`src/rtl/watch_set_ctrl.sv`:
```
// rtl/watch_set_ctrl.sv - HH:MM BCD edit-session controller for watch and alarm registers
// Turns button edges into a cursor-driven edit of a shadow value, committed with one load strobe.
module watch_set_ctrl #(
  parameter int BLINK_DIV = 250,
  parameter bit HOURS_24  = 1'b1
) (
  input  logic        clk,
  input  logic        reset_n,
  input  logic [2:0]  mode,
  input  logic        setValue,
  input  logic        upTime,
  input  logic        nextDigit,
  input  logic [15:0] curTime,
  input  logic [15:0] curAlarm,
  output logic [15:0] editValue,
  output logic        editActive,
  output logic [1:0]  cursor,
  output logic        blinkOn,
  output logic        holdTime,
  output logic        loadTime,
  output logic        loadAlarm
);

  localparam int CNT_W = (BLINK_DIV > 2) ? $clog2(BLINK_DIV) : 1;
  localparam logic [CNT_W-1:0] BLINK_LAST = CNT_W'(BLINK_DIV - 1);

  localparam logic [2:0] MODE_WATCH = 3'b000;
  localparam logic [2:0] MODE_ALARM = 3'b010;

  typedef enum logic [1:0] {
    S_IDLE   = 2'd0,
    S_EDIT   = 2'd1,
    S_COMMIT = 2'd2
  } state_t;

  state_t           state;
  logic             set_prev;
  logic             up_prev;
  logic             next_prev;
  logic [2:0]       entry_mode;
  logic             target_alarm;
  logic [CNT_W-1:0] blink_cnt;

  logic [15:0] edit_value_q;
  logic        edit_active_q;
  logic [1:0]  cursor_q;
  logic        blink_on_q;
  logic        hold_time_q;
  logic        load_time_q;
  logic        load_alarm_q;

  logic set_rise;
  logic set_fall;
  logic up_rise;
  logic next_rise;
  logic mode_ok;

  assign set_rise  = setValue & ~set_prev;
  assign set_fall  = ~setValue & set_prev;
  assign up_rise   = upTime & ~up_prev;
  assign next_rise = nextDigit & ~next_prev;
  assign mode_ok   = (mode == MODE_WATCH) || (mode == MODE_ALARM);

  function automatic logic [3:0] h1_limit(input logic [3:0] h10);
    if (HOURS_24) return (h10 == 4'd2) ? 4'd3 : 4'd9;
    else          return (h10 == 4'd1) ? 4'd1 : 4'd9;
  endfunction

  // Out-of-range snapshot digits wrap to 0 on the next increment (>= compares).
  function automatic logic [15:0] bump(input logic [15:0] v, input logic [1:0] cur);
    logic [3:0] h10;
    logic [3:0] h1;
    logic [3:0] m10;
    logic [3:0] m1;
    logic [3:0] h10_max;
    h10     = v[15:12];
    h1      = v[11:8];
    m10     = v[7:4];
    m1      = v[3:0];
    h10_max = HOURS_24 ? 4'd2 : 4'd1;
    case (cur)
      2'd3: begin
        h10 = (h10 >= h10_max) ? 4'd0 : h10 + 4'd1;
        if (h1 > h1_limit(h10)) h1 = 4'd0;
      end
      2'd2:    h1  = (h1 >= h1_limit(h10)) ? 4'd0 : h1 + 4'd1;
      2'd1:    m10 = (m10 >= 4'd5) ? 4'd0 : m10 + 4'd1;
      default: m1  = (m1 >= 4'd9) ? 4'd0 : m1 + 4'd1;
    endcase
    return {h10, h1, m10, m1};
  endfunction

  always_ff @(posedge clk or negedge reset_n) begin
    if (!reset_n) begin
      state         <= S_IDLE;
      set_prev      <= 1'b1;
      up_prev       <= 1'b1;
      next_prev     <= 1'b1;
      entry_mode    <= 3'b000;
      target_alarm  <= 1'b0;
      blink_cnt     <= '0;
      edit_value_q  <= 16'h0000;
      edit_active_q <= 1'b0;
      cursor_q      <= 2'd3;
      blink_on_q    <= 1'b0;
      hold_time_q   <= 1'b0;
      load_time_q   <= 1'b0;
      load_alarm_q  <= 1'b0;
    end else begin
      set_prev     <= setValue;
      up_prev      <= upTime;
      next_prev    <= nextDigit;
      load_time_q  <= 1'b0;
      load_alarm_q <= 1'b0;

      case (state)
        S_IDLE: begin
          if (set_rise && mode_ok) begin
            state         <= S_EDIT;
            entry_mode    <= mode;
            target_alarm  <= (mode == MODE_ALARM);
            edit_value_q  <= (mode == MODE_ALARM) ? curAlarm : curTime;
            edit_active_q <= 1'b1;
            cursor_q      <= 2'd3;
            blink_on_q    <= 1'b1;
            blink_cnt     <= '0;
            hold_time_q   <= (mode == MODE_WATCH);
          end
        end

        S_EDIT: begin
          // Leaving the entry mode abandons the session, even if setValue falls at the same time.
          if (mode != entry_mode) begin
            state         <= S_IDLE;
            edit_active_q <= 1'b0;
            cursor_q      <= 2'd3;
            blink_on_q    <= 1'b0;
            hold_time_q   <= 1'b0;
          end else if (set_fall) begin
            state        <= S_COMMIT;
            load_time_q  <= ~target_alarm;
            load_alarm_q <= target_alarm;
          end else begin
            if (up_rise)   edit_value_q <= bump(edit_value_q, cursor_q);
            if (next_rise) cursor_q     <= cursor_q - 2'd1;
            if (up_rise || next_rise) begin
              blink_on_q <= 1'b1;
              blink_cnt  <= '0;
            end else if (blink_cnt == BLINK_LAST) begin
              blink_on_q <= ~blink_on_q;
              blink_cnt  <= '0;
            end else begin
              blink_cnt <= blink_cnt + CNT_W'(1);
            end
          end
        end

        S_COMMIT: begin
          state         <= S_IDLE;
          edit_active_q <= 1'b0;
          cursor_q      <= 2'd3;
          blink_on_q    <= 1'b0;
          hold_time_q   <= 1'b0;
        end

        default: begin
          state         <= S_IDLE;
          edit_active_q <= 1'b0;
          cursor_q      <= 2'd3;
          blink_on_q    <= 1'b0;
          hold_time_q   <= 1'b0;
        end
      endcase
    end
  end

  assign editValue  = edit_value_q;
  assign editActive = edit_active_q;
  assign cursor     = cursor_q;
  assign blinkOn    = blink_on_q;
  assign holdTime   = hold_time_q;
  assign loadTime   = load_time_q;
  assign loadAlarm  = load_alarm_q;

endmodule

```
`config.mk`:
```
export PLATFORM = sky130hd
export DESIGN_NAME = watch_set_ctrl
export DESIGN_NICKNAME = d
export VERILOG_FILES = /design/src/rtl/watch_set_ctrl.sv
export SDC_FILE = /design/constraint.sdc
export NUM_CORES = 1
export LEC_CHECK = 0
export CORE_MARGIN = 2
export CORE_UTILIZATION = 53
export CTS_CLUSTER_SIZE = 28
export DETAILED_ROUTE_END_ITERATION = 12
export PLACE_DENSITY = 0.91
export SYNTH_ARGS = -nofsm -noshare
export SYNTH_HDL_FRONTEND = slang
export SYNTH_SLANG_ARGS = --single-unit
```
`constraint.sdc`:
```
create_clock -name clk -period 5 [get_ports clk]
set_clock_uncertainty 0.05 [all_clocks]
set_input_delay 0.5 -clock clk [delete_from_list [all_inputs] [get_ports clk]]
set_output_delay 0.5 -clock clk [all_outputs]
set_load 0.02 [all_outputs]
```
==> flow_summary.json, run 1 <==
{
  "status": "complete, no violations",
  "cts_buffers": 5,
  "layout_commonest_cell": "clkdlybuf4s50_1",
  "cpLargestDelayFamily": "simple AND/OR/NAND/NOR gates",
  "grt_pass1_wl_um": 9630,
  "slew_viol_final": 0,
  "ctsHoldBuffers": 0,
  "dr.pass1.iters": 4,
  "synth_xor_area_share_pct": 1.04,
  "cp_cell_sequence": "inv_1, ha_1, nor2_1, nand2_1, or4_1, inv_1, ha_1, nand4b_1, o2111ai_1, and3_1, or2_2, mux2_2",
  "r2r_cells": 12,
  "dieArea_um2": 5330,
  "pre_cts_slack_ps": 1930,
  "slew_headroom_pct": 21.3,
  "route.antenna.remaining_nets": 0,
  "ys.flop_type": "dfrtp_1",
  "drt_iter0_markers": 156,
  "multiInputGateArea_um2": 1390,
  "placed_cells": 370,
  "setup_slack_ps": 2070,
  "ff_latch_area_um2": 1010,
  "io_buffers": 62,
  "power_density_nw_per_um2": 318,
  "cp_data_arrival_time_ps": 3080,
  "crit_buf_inv": 2,
  "async_reset_ff_share_pct": 100,
  "reg2reg_from": "editValue[12]",
  "placedInstanceArea_um2": 3190,
  "finalHoldViolations": 0,
  "finalInstanceArea_um2": 3300,
  "initial_core_util_pct": 54.2,
  "fmax_mhz": 341,
  "die_w_um": 73.0,
  "area_growth_pct": 30.7,
  "end_kind": "flop",
  "synth_compound_area_share_pct": 15.1,
  "drive_above_1_share_pct": 12.0,
  "ios": 63,
  "core_area_um2": 4660,
  "row_count": 25,
  "groute.usage.overall_pct": 23.3,
  "ys_ff_latch": 40,
  "start_kind": "flop",
  "fill_cells": 335,
  "drc": 0,
  "die_h_um": 73.0,
  "grt_max_degree": 41,
  "cp_slowest_stage_delay_ps": 470,
  "synth_cell_type_count": 48,
  "synthAdderAreaFrac_pct": 9.41,
  "netlist_area_um2": 2530,
  "synth_fp_nets": 318,
  "clk_latency_ps": 310,
  "cts_max_path_buffers": 2,
  "synth_mux_area_share_pct": 11.5,
  "gp_congestion": 0.827,
  "clock-sinks": 40,
  "hpwl_um": 4350,
  "path_class": "reg2reg",
  "cts-root-buf": "clkbuf_8",
  "cts_tree": "built",
  "n_antenna_cell": 0,
  "reg2reg_slack_ps": 2070,
  "min_period_over_period_pct": 58.7,
  "r2r-end": "editValue[8]",
  "synth_seq_area_share_pct": 39.9,
  "layout.cells.non_filler": 378,
  "synth_edf_count": 0,
  "setup_viol": 0,
  "period_minus_slack_ps": 2930,
  "synth-simple-area-share_pct": 17.6,
  "cts_resized": 0,
  "num_vias": 2250,
  "post-cts-setup-buffers": 0,
  "wl_per_cell_um": 15.8,
  "crit_fanout": 4,
  "final_cell_mix": "clkdlybuf4s50_1, dfrtp_1, inv_1, ha_1",
  "clk_pin_slew_worst_paths_ps": 90,
  "antenna_found_initial": 0,
  "p_leak_nw": 1.42,
  "htreeDepth": 2,
  "hold_class": "in2async",
  "synth_top_family_by_area": "simple AND/OR/NAND/NOR gates",
  "cp_slowest_cell": "or4_1",
  "required_ps": 5150,
  "finalSetupTns_ps": 0,
  "vdd_drop_max_mv": 0.239,
  "yosys_warnings": 0,
  "whs_ps": 253,
  "rsz0062_at_grt": "no",
  "syn-instance-count": 259,
  "syn_avg_cell_area_um2": 9.75,
  "post_drt_via_cell_ratio": 5.95,
  "cap_violations": 0,
  "grt_pass1_vias": 2214,
  "routed_wl_um": 5970,
  "fin_nets": 382,
  "grt.overflow.total": 0,
  "tightestPinTransition_ps": 1180
}
==> per-stage QoR <==
step | power [mW] | util (%)
after detailed placement | 0.787 | 68.4
after floorplan | 0.621 | -
after global routing | 1.11 | 70.8
after CTS | 1.06 | 70.8
final | 1.05 | 70.8
after global placement | 0.769 | 68.4
==> cell type report <==
cell class	instances	area share, %
Clock buffer	5	2.08
Clock inverter	3	1.29
Inverter	22	2.50
Multi-Input combinational cell	188	42.0
Sequential cell	40	30.5
Tap cell	54	2.05
Timing Repair Buffer	66	19.6
==> flip-flops by register name, indices dropped and copies added, names as in the netlist, 2 cells and up <==
signal / count
editValue: 16
cursor: 2
blink_cnt: 8
state: 2
entry_mode: 3
==> routing by layer <==
metal	GRT usage [%]	up-vias	part of all wire (%)
li1	-	1062	-
met3	6.08	12	6.4
met1	26.8	1087	42
met5	0	-	0
met4	9.88	0	1.8
met2	40.6	89	50
==> worst max path at each step <==
stage / start / end / slack (ps) / cells past startpoint
detailed placement: mode[1] / editValue[7] / 1930 / 6
finish: editValue[12] / editValue[8] / 2070 / 12
global route: editValue[12] / editValue[8] / 1880 / 12
floorplan: editValue[12] / editValue[8] / 2200 / 12
global placement: mode[1] / editValue[7] / 2000 / 6
CTS: editValue[12] / editValue[8] / 2110 / 12
==> logic make-up (layout without fill, tap and decap cells) <==
kind of cell / count (synthesis) / in the layout
compound gates: 58 / 58
simple gates: 81 / 81
flops: 40 / 40
mux: 27 / 27
fa+ha+maj: 19 / 19
buf+inv: 31 / 96
xor+xnor: 3 / 3
==> Yosys cell counts, types with 2 or more instances <==
library cell   n  area (µm²)
or4_1          2        15.0
mux2_2         8        90.1
xor2_1         3        26.3
ha_1          19         238
nand2_2        2        12.5
o32a_1         3        30.0
or3_1          3        18.8
o2111ai_1      2        17.5
nand2b_1       3        18.8
and2_1         3        18.8
o21ai_0       17        85.1
a22o_1         2        17.5
o22ai_1        8        50.1
a31oi_1        2        12.5
nor3b_1        3        22.5
inv_1         22        82.6
dfrtp_1       35         876
clkbuf_1       2        7.51
nand3_1        6        30.0
nand4_1        2        12.5
buf_2          5        25.0
nor2_1        15        56.3
nor3_1        12        60.1
o41ai_1        4        35.0
nor2b_1        4        25.0
nand2_1       14        52.6
o31ai_1        4        30.0
buf_6          2        22.5
or2_2          4        25.0
dfstp_2        5         131
mux2i_1       17         170
mux2_4         2        30.0
a211oi_1       2        15.0
a21oi_1        8        40.0
==> report_power, final <==
part	switching (mW)	internal, mW	leakage (nW)	total (mW)
logic	0.167	0.178	0.872	0.346
registers	0.0631	0.373	0.499	0.436
clock network	0.119	0.148	0.0541	0.267
(Power assumes the default switching activity.)
==> run 2, diff against run 1 <==
--- a/config.mk
+++ b/config.mk
@@ -6,10 +6,10 @@
 export NUM_CORES = 1
 export LEC_CHECK = 0
 export CORE_MARGIN = 2
-export CORE_UTILIZATION = 53
+export CORE_UTILIZATION = 50
 export CTS_CLUSTER_SIZE = 28
 export DETAILED_ROUTE_END_ITERATION = 12
-export PLACE_DENSITY = 0.91
+export PLACE_DENSITY = 0.87
 export SYNTH_ARGS = -nofsm -noshare
 export SYNTH_HDL_FRONTEND = slang
 export SYNTH_SLANG_ARGS = --single-unit
==> constraint.sdc (replaced) <==
create_clock -name clk -period 3 [get_ports clk]
set_clock_uncertainty 0.05 [all_clocks]
set_input_delay 0.3 -clock clk [delete_from_list [all_inputs] [get_ports clk]]
set_output_delay 0.3 -clock clk [all_outputs]
set_load 0.02 [all_outputs]
==> flow_summary.json, run 2 (synthesized netlist as in run 1, its figures left out) <==
{
  "drive_above_1_share_pct": 12.0,
  "start_kind": "flop",
  "tightestPinTransition_ps": 877,
  "slew_headroom_pct": 41.5,
  "dieArea_um2": 5640,
  "p_int_mw": 1.22,
  "p_clk_share_pct": 26.8,
  "grt_max_degree": 41,
  "hpwl_um": 4420,
  "p_leak_nw": 1.43,
  "io_buffers": 62,
  "fill_cells": 367,
  "ff_latch_area_um2": 1010,
  "drc": 0,
  "grt.overflow.total": 0,
  "path_class": "reg2reg",
  "fin_nets": 382,
  "r2r_cells": 11,
  "whs_ps": 73.6,
  "grt_pass1_wl_um": 9730,
  "cap_violations": 0,
  "clk_latency_ps": 290,
  "power_density_nw_per_um2": 537,
  "clock-sinks": 40,
  "min_period_over_period_pct": 94.9,
  "dr_wl_met3_um": 329,
  "routed_wl_um": 5940,
  "reg2reg_from": "editValue[13]",
  "cts-root-buf": "clkbuf_8",
  "clk_pin_slew_worst_paths_ps": 80,
  "row_count": 25,
  "cts_tree": "built",
  "r2r-end": "editValue[8]",
  "period_minus_slack_ps": 2850,
  "core_area_um2": 4790,
  "rsz0062_at_grt": "no",
  "fmax_mhz": 351,
  "dr.pass1.iters": 4,
  "initial_core_util_pct": 52.8,
  "wl_met1_um": 2620,
  "wl_per_cell_um": 15.2,
  "finalSetupTns_ps": 0,
  "switching_share_pct": 32.0,
  "dr_wl_met2_um": 2940,
  "crit_fanout": 5,
  "status": "complete, no violations",
  "end_kind": "flop",
  "pwr-share-seq_pct": 40.5,
  "placed_cells": 382,
  "gp_congestion": 0.828,
  "slew_viol_final": 0,
  "cts_max_path_buffers": 2,
  "largest_reg_flops": 16,
  "setup_slack_ps": 154,
  "pre_cts_slack_ps": 152,
  "n_antenna_cell": 0,
  "post-cts-setup-buffers": 0,
  "final_cell_mix": "clkdlybuf4s50_1, dfrtp_1, inv_1, ha_1",
  "p_comb_share_pct": 32.7,
  "cp_data_arrival_time_ps": 2970,
  "grt_pass1_vias": 2112,
  "route.antenna.remaining_nets": 0,
  "p_switching_mw": 0.572,
  "layout_commonest_cell": "clkdlybuf4s50_1",
  "cts_buffers": 5,
  "reg2reg_slack_ps": 150,
  "required_ps": 3120,
  "p_total_mw": 1.79,
  "multiInputGateArea_um2": 1390,
  "cts_resized": 0,
  "ios": 63,
  "die_h_um": 75.1,
  "hold_class": "in2async",
  "groute.usage.overall_pct": 22.5,
  "finalHoldViolations": 0,
  "vdd_drop_max_mv": 0.335,
  "num_vias": 2194,
  "antenna_found_initial": 0,
  "setup_viol": 0,
  "topRoutingLayerUsed": "met4",
  "area_growth_pct": 31.9,
  "htreeDepth": 2,
  "die_w_um": 75.1,
  "drt_iter0_markers": 159,
  "post_drt_via_cell_ratio": 5.61,
  "layout.cells.non_filler": 391,
  "ctsHoldBuffers": 0
}
[run 2: cell count changes in the layout (fill, tap and decap cells not counted)]
cell        before  now
clkinv_2         1    0
clkinvlp_4       1    0
clkbuf_8         5    7
[run 2: power groups by stage]
stage	clock network, mW	logic (mW)	registers [mW]
2_1_floorplan	0	0.239	0.795
3_3_place_gp	0	0.553	0.728
3_5_place_dp	0	0.578	0.735
4_1_cts	0.488	0.581	0.724
5_1_grt	0.512	0.646	0.740
6_report	0.479	0.585	0.725
[run 2: final cells by class]
type,instances,share of cell area [%]
clock inverter,1,0.901
sequential,40,30.2
tap,67,2.52
multi-input combinational,188,41.6
timing repair buffer,66,19.4
inverter,22,2.48
clock buffer,7,2.89
[run 2: worst max-delay path by stage]
stage,from,endpoint,slack (ps),depth (start not counted)
5_1_grt,editValue[13],editValue[8],20,11
4_1_cts,editValue[12],editValue[8],150,12
6_report,editValue[13],editValue[8],150,11
3_5_place_dp,editValue[12],editValue[8],150,12
2_1_floorplan,editValue[12],editValue[8],200,12
3_3_place_gp,editValue[12],editValue[8],280,12
[run 2: metal layers]
layer | track usage, % | vias up
li1 | - | 1062
met1 | 30.4 | 1056
met2 | 37.4 | 68
met3 | 4.55 | 8
met4 | 5.16 | 0
met5 | 0 | -
[run 2: through the flow]
step	util (%)	area, µm²
6_report	69.6	3330
5_1_grt	69.6	3330
4_1_cts	69.5	3320
3_5_place_dp	66.8	3200
3_3_place_gp	66.8	3200
2_1_floorplan	-	2530
[run 2: critical path, stage by stage, from the launching register on]
cell and delay [ps]:
dfrtp_1 440, ha_1 230, nor2_1 100, nand2_1 100
or4_1 460, inv_1 90, ha_1 230, nand4b_1 100
o2111ai_1 110, and3_1 230, or2_2 320, mux2_2 290
